$ cat src/rtl/subbytes_seq.sv
// -----------------------------------------------------------------------------
// subbytes_seq
//   Sequencer for one AES SubBytes stage that owns a 256x8 1W/1R S-box macro.
//   The macro has active-low chip selects and registers its address.
//
//   After reset it streams the 256 S-box entries into the macro write port.
//   It then takes 128-bit states one at a time and issues 16 byte lookups on
//   the read port. It returns the substituted state downstream through a
//   valid/ready handshake.
//
//   Optional build macro: SBOX_RELOAD_EN
//     Adds the input `reload`. A reload request seen in IDLE rewrites the
//     S-box table. A request seen in RUN/OUT is held until the next IDLE.
//
// Ports
//   clk, rst_n           single clock (also the macro clock), async active-low reset
//   reload               (SBOX_RELOAD_EN only) request a new S-box table
//   ld_valid/ld_byte     S-box load stream, one entry per accepted beat
//   ld_ready             high while loading
//   init_done            all 256 entries written
//   in_valid/in_ready    input state handshake; in_state byte i = [127-8i -: 8]
//   in_state             128-bit state to substitute
//   out_valid/out_ready  output state handshake
//   out_state            substituted state, same byte order as in_state
//   sram_csb0/addr0/din0 macro write port (csb active low)
//   sram_csb1/addr1      macro read port (csb active low)
//   sram_dout1           macro read data, valid the cycle after address capture
// -----------------------------------------------------------------------------
module subbytes_seq #(
    parameter int NBYTES = 16,
    parameter int AW     = 8,
    parameter int DW     = 8
) (
    input  logic                   clk,
    input  logic                   rst_n,
`ifdef SBOX_RELOAD_EN
    input  logic                   reload,
`endif
    input  logic                   ld_valid,
    input  logic [DW-1:0]          ld_byte,
    output logic                   ld_ready,
    output logic                   init_done,
    input  logic                   in_valid,
    output logic                   in_ready,
    input  logic [NBYTES*DW-1:0]   in_state,
    output logic                   out_valid,
    input  logic                   out_ready,
    output logic [NBYTES*DW-1:0]   out_state,
    output logic                   sram_csb0,
    output logic [AW-1:0]          sram_addr0,
    output logic [DW-1:0]          sram_din0,
    output logic                   sram_csb1,
    output logic [AW-1:0]          sram_addr1,
    input  logic [DW-1:0]          sram_dout1
);

    typedef enum logic [1:0] {S_LOAD, S_IDLE, S_RUN, S_OUT} state_t;

    state_t                state, state_nx;
    logic [AW-1:0]         wr_cnt;
    logic [4:0]            rd_cnt;     // 0..15 issue lookups, 16 drains the last read
    logic [NBYTES*DW-1:0]  st_reg;
    logic [3:0]            rd_idx;     // byte being looked up this cycle
    logic [3:0]            wb_idx;     // byte whose read data arrives this cycle
    logic                  reload_req;
    logic                  accept;

    assign rd_idx = rd_cnt[3:0];
    assign wb_idx = rd_idx - 4'd1;     // rd_cnt=16 wraps to byte 15
    assign accept = (state == S_IDLE) && in_valid && !reload_req;

`ifdef SBOX_RELOAD_EN
    // A request that arrives while a block is in flight is held until IDLE.
    logic reload_pend;

    always_ff @(posedge clk or negedge rst_n) begin
        if (!rst_n) begin
            reload_pend <= 1'b0;
        end else if (state == S_IDLE) begin
            reload_pend <= 1'b0;
        end else if ((state == S_RUN || state == S_OUT) && reload) begin
            reload_pend <= 1'b1;
        end
    end

    assign reload_req = reload | reload_pend;
`else
    assign reload_req = 1'b0;
`endif

    // State register
    always_ff @(posedge clk or negedge rst_n) begin
        // NOTE: sequential state uses non-blocking assignments so that every
        // flop samples the pre-edge values of the others.
        if (!rst_n) state <= S_LOAD;
        else        state <= state_nx;
    end

    // Next-state logic
    always_comb begin
        // NOTE: give every always_comb output a default first, so no path can
        // leave it unassigned and infer a latch.
        state_nx = state;
        unique case (state)
            S_LOAD:  if (ld_valid && wr_cnt == '1) state_nx = S_IDLE;
            S_IDLE: begin
                if (reload_req)    state_nx = S_LOAD;
                else if (in_valid) state_nx = S_RUN;
            end
            S_RUN:   if (rd_cnt == 5'd16) state_nx = S_OUT;
            S_OUT:   if (out_ready) state_nx = S_IDLE;
            default: state_nx = S_LOAD;
        endcase
    end

    // Output logic: macro controls are combinational and are registered
    // inside the macro on the same clock edge.
    always_comb begin
        ld_ready   = 1'b0;
        in_ready   = 1'b0;
        out_valid  = 1'b0;
        sram_csb0  = 1'b1;
        sram_csb1  = 1'b1;
        sram_addr0 = wr_cnt;
        sram_din0  = ld_byte;
        sram_addr1 = st_reg[{~rd_idx, 3'b000} +: DW];
        unique case (state)
            S_LOAD: begin
                ld_ready  = 1'b1;
                sram_csb0 = ~ld_valid;
            end
            S_IDLE:  in_ready  = ~reload_req;
            S_RUN:   sram_csb1 = rd_cnt[4];   // no lookup in the drain cycle
            S_OUT:   out_valid = 1'b1;
            default: ;
        endcase
    end

    // Counters, init flag and result register
    always_ff @(posedge clk or negedge rst_n) begin
        if (!rst_n) begin
            wr_cnt    <= '0;
            rd_cnt    <= '0;
            init_done <= 1'b0;
            out_state <= '0;
        end else begin
            unique case (state)
                S_LOAD: begin
                    if (ld_valid) begin
                        wr_cnt <= wr_cnt + 1'b1;
                        if (wr_cnt == '1) init_done <= 1'b1;
                    end
                end
                S_IDLE: begin
                    if (reload_req) begin
                        wr_cnt    <= '0;
                        init_done <= 1'b0;
                    end else if (in_valid) begin
                        rd_cnt <= '0;
                    end
                end
                S_RUN: begin
                    rd_cnt <= rd_cnt + 5'd1;
                    // Read data lags the issued address by one cycle.
                    if (rd_cnt != 5'd0) out_state[{~wb_idx, 3'b000} +: DW] <= sram_dout1;
                end
                default: ;
            endcase
        end
    end

    // Input state capture
    always_ff @(posedge clk) begin
        // NOTE: pure datapath register that is always written before it is
        // read, so it carries no reset.
        if (accept) st_reg <= in_state;
    end

endmodule

$ cat config.mk
export PLATFORM = sky130hd
export DESIGN_NAME = subbytes_seq
export DESIGN_NICKNAME = d
export VERILOG_FILES = /design/src/rtl/subbytes_seq.sv
export SDC_FILE = /design/constraint.sdc
export NUM_CORES = 1
export LEC_CHECK = 0
export CORE_MARGIN = 5
export CORE_UTILIZATION = 45
export CTS_CLUSTER_SIZE = 24
export DETAILED_ROUTE_END_ITERATION = 7
export GPL_TIMING_DRIVEN = 0
export PLACE_DENSITY = 0.76
export SYNTH_ARGS = -nofsm -noshare
export SYNTH_HDL_FRONTEND = slang
export SYNTH_SLANG_ARGS = --single-unit
export TNS_END_PERCENT = 10
$ cat constraint.sdc
create_clock -name clk -period 4.5 [get_ports clk]
set_input_delay 0.675 -clock clk [delete_from_list [all_inputs] [get_ports clk]]
set_output_delay 0.675 -clock clk [all_outputs]
set_load 0.02 [all_outputs]
==> results.md <==
Placement:
- The cell count after placement is 1233.
- The port buffer count is 298.
- The final HPWL from detailed placement is 20.3 mm.
- At the end of routability-driven placement, the weighted congestion stood at 0.818.
- In this run the cell area measured after placement is 14500 µm².
- The pre-CTS setup slack is 0.0288 ns.

Timing:
- The final number of setup-violating endpoints is 0.
- The sum of negative setup slack is 0 ns.
- The smallest hold slack is 0.0593 ns.
- The clock arrives with 0.0159 ns of skew.
- The count of final max-slew check failures is 0.
- Setup slack closes at 0.272 ns.
- The smallest clock period supported by the final layout is computed as 4.23 ns.
- The measured slew at the worst slew-check pin is 0.958 ns.
- After layout, the worst path uses 94.0% of the clock period.
- For this run, the top clock speed supported by timing is about 240 MHz.
- Setup repair after global routing left no endpoint under its margin.
- Headroom to the max-slew limit came out at 36.0%.
- The final-report hold violation count is 0.

GRT:
- The final global-route overflow total is 0.
- The initial antenna violation count is 1.
- The largest net degree at the start of global routing is 100.
- The total global routing track utilization is 19.6%.
- The number of global-route vias before repair was 7089.
- The wire length of the first global-routing pass is 42.6 mm.

Floorplan:
- The core region is about 24000 µm².
- The width of the chip is roughly 170 µm.
- The overall die area is 27900 µm².
- The site row count is 57.
- During I/O placement, the number of pins put on the boundary was 307.
- The y dimension of the die is 167 µm.
- Once the floorplan was initialized, standard cells occupied 45.6% of the core.

Power and ir drop:
- Sequential cells burn 42.7% of the power.
- The portion of total power attributed to combinational logic is 27.3%.
- The leakage power total is 6.26 nW.
- The maximum vdd drop is 370 µV.
- The total internal power is 5.31 mW.
- The sum of internal, switching and leakage power is 7.47 mW.
- Of the total power, the clock network draws 30.0%.
- In this run the power density over the cells is 484 nW/µm².
- The switching power of the nets is 2.16 mW.
- In this run switching power makes up between 20 and 30% of total power.

CTS:
- The CTS H-tree depth is 1.
- CTS placed an instance of clkbuf_16 at the clock tree root.
- The clock-pin slew of the registers on the worst-case setup and hold paths is 0.06 ns.
- The number of setup buffers added after CTS is 0.
- The source-to-sink clock delay at the later pin of the worst-skew pair is roughly 0.54 ns.
- Counting the buffers created by CTS gives 28.
- The TritonCTS clock tree is yes.
- The quantity of hold-fixing buffers added after cts is 0.
- The post-CTS resize count is 7.
- The count of clock tree sinks is 272.
- The maximum count of clock buffers along a single path is 3.

Synthesis:
- In this run, synthesis inferred approximately 130 flip-flops with an integrated enable.
- The synthesized design spends more area on one cell type than any other, namely edfxtp_1.
- The share of synthesized area in the top cell type comes to between 30% and 40%.
- Sorting the synthesized cells by area gives the leading types as edfxtp_1 35%, dfrtp_1 33%, mux2_2 11%, mux4_2 8.1%, mux2_4 3.3%.
- For this run, asynchronously set or reset flops after synthesis account for 52.9%.
- Yosys printed 0 warnings.
- The post-synthesis cell type count is 48.
- The net count after synthesis is between 700 and 800.
- The per-instance average area after synthesis is 18.2 µm².
- The gate count of the mapped netlist is 609.
- In the synthesized netlist the dominant register cell turns out to be dfrtp_1.
- The post-synthesis instance area is 11100 µm².
- Sequential cells were found to cover 67.2% of the synthesized design area.
- The post-synthesis sequential element count is around 270.

Worst setup path:
- On the critical path, the stage with the largest delay is an instance of clkdlybuf4s50_1.
- Along the worst path, the maximum fanout reaches 10.
- The worst setup path is launched from a register.
- The required time reported for the critical path endpoint is between 3 and 4 ns.
- The register-to-register setup slack is 0.30 ns.
- STA puts the critical path data arrival time at 3.55 ns.
- The type of the setup path with the least slack is register to primary output.
- The buffer and inverter count on the worst path is 3.
- Walking the worst path, the cells encountered are clkbuf_1 -> clkbuf_2 -> mux4_2 -> mux4_2 -> clkdlybuf4s50_1.
- The gate family responsible for the most delay along the worst path is buffers and inverters.
- The element type at the critical path end is a primary output.
- The most numerous cell type found on the critical path is mux4_2.
- The delay of the slowest cell on the worst path is roughly 0.59 ns.

Final layout:
- 0 antenna diodes ended up in the layout.
- The ratio of cells with drive above 1 in the final layout is 25.8%.
- The finished layout cell area is 15400 µm².
- The fraction of the core area covered by cells at the end of the flow is ~64%.
- The total number of nets in the final design is 1100.
- The area growth from synthesis to layout is 39.4%.
- After the flow finishes, the layout carries non-filler instances totaling around 1.3k.
- The filler cell count is about 1.8k.

Detailed routing:
- Wires add up to approximately 28 mm.
- The post-detailed-route DRC marker count is 0.
- The count of TritonRoute iterations in the first routing pass is 4.
- The detailed router placed 6626 vias in this run.
- The per-cell routed wire length is roughly 22 µm.
- For this block, the initial DRC count from the detailed router was between 300 and 400.
- The average vias per placed instance is 5.16.
- The remaining number of nets flagged by the antenna check after routing is 0.

Run:
- The max-capacitance violation count is 0.

Worst hold path:
- In this run the worst hold path is classified as input pin to async pin.

Outcome:
- The run finished with clean final reports.
## layout by cell type, fill, tap and decap left out, drive strengths merged, types with 6 or more instances in the layout
cell	instances
mux4	40
xnor2	6
nor2	9
ha	12
inv	7
clkbuf	51
and2	18
nor3b	7
and3	13
edfxtp	128
dfrtp	144
nand2	16
buf	24
mux2	130
clkdlybuf4s50	297
## cells in the mapped netlist (all sizes together) (3+ instances only)
library cell / count
and2: 18
and3: 13
buf: 23
clkbuf: 9
dfrtp: 144
edfxtp: 128
ha: 12
inv: 7
mux2: 130
mux4: 40
nand2: 16
nand2b: 4
nand3: 3
nand4: 4
nor2: 9
nor2b: 3
nor3b: 7
o21ai: 3
xnor2: 6
xor2: 3
## worst register-to-register path, delay by kind of cell (launching register included)
kind,cells,cell delay [ns]
simple gates,2,0.80
compound gates,2,0.68
fa+ha+maj,1,0.36
mux,1,0.40
flops,1,0.54
buf+inv,4,1.32
## power by group through the flow
stage	Clock (mW)	Combinational, mW	Sequential (mW)
after CTS	2.30	2.07	3.19
after global routing	2.41	2.19	3.23
after floorplan	0	1.07	3.35
after global placement	0	2.00	3.27
final	2.25	2.04	3.19
after detailed placement	0	2.05	3.24
## routing by layer
layer  global-route usage (%)  vias to the layer above  wire length (µm)
li1                         -                     2977                 -
met1                     24.5                     3318             11200
met2                     33.8                      302             13500
met3                     6.73                       27              2790
met4                     3.49                        2               364
met5                        0                        -                 9
## cell type report
type	count	area, µm²	share of cell area [%]
well taps	324	405	2.62
inverters	7	26.3	0.170
multi-input cells	298	3420	22.2
clock buffers	42	818	5.30
flip-flops and latches	272	7450	48.2
plain buffers	32	208	1.34
repair buffers	300	3040	19.7
clock inverters	10	81.3	0.526
## final timing paths
| kind | start | endpoint | cells past startpoint |
|---|---|---|---|
| hold / removal | rst_n | out_state[106] | 1 |
| hold reg to reg | init_done | init_done | 1 |
| max in group asynchronous | rst_n | out_state[26] | 2 |
| setup reg to reg | rd_cnt[1] | out_state[56] | 10 |
| setup / recovery | rd_cnt[1] | sram_addr1[2] | 5 |
| min in group clk | init_done | init_done | 1 |
## logic make-up (layout without fill, tap and decap cells)
family | count (synthesis) | count (layout) | share of synthesized area [%]
compound gates | 20 | 20 | 1.54
mux | 172 | 172 | 22.3
flops | 272 | 272 | 67.2
simple gates | 85 | 85 | 4.92
buf+inv | 39 | 391 | 1.94
fa+ha+maj | 12 | 12 | 1.35
xor+xnor | 9 | 9 | 0.711
Note: power is estimated with default switching activity, not from simulation.
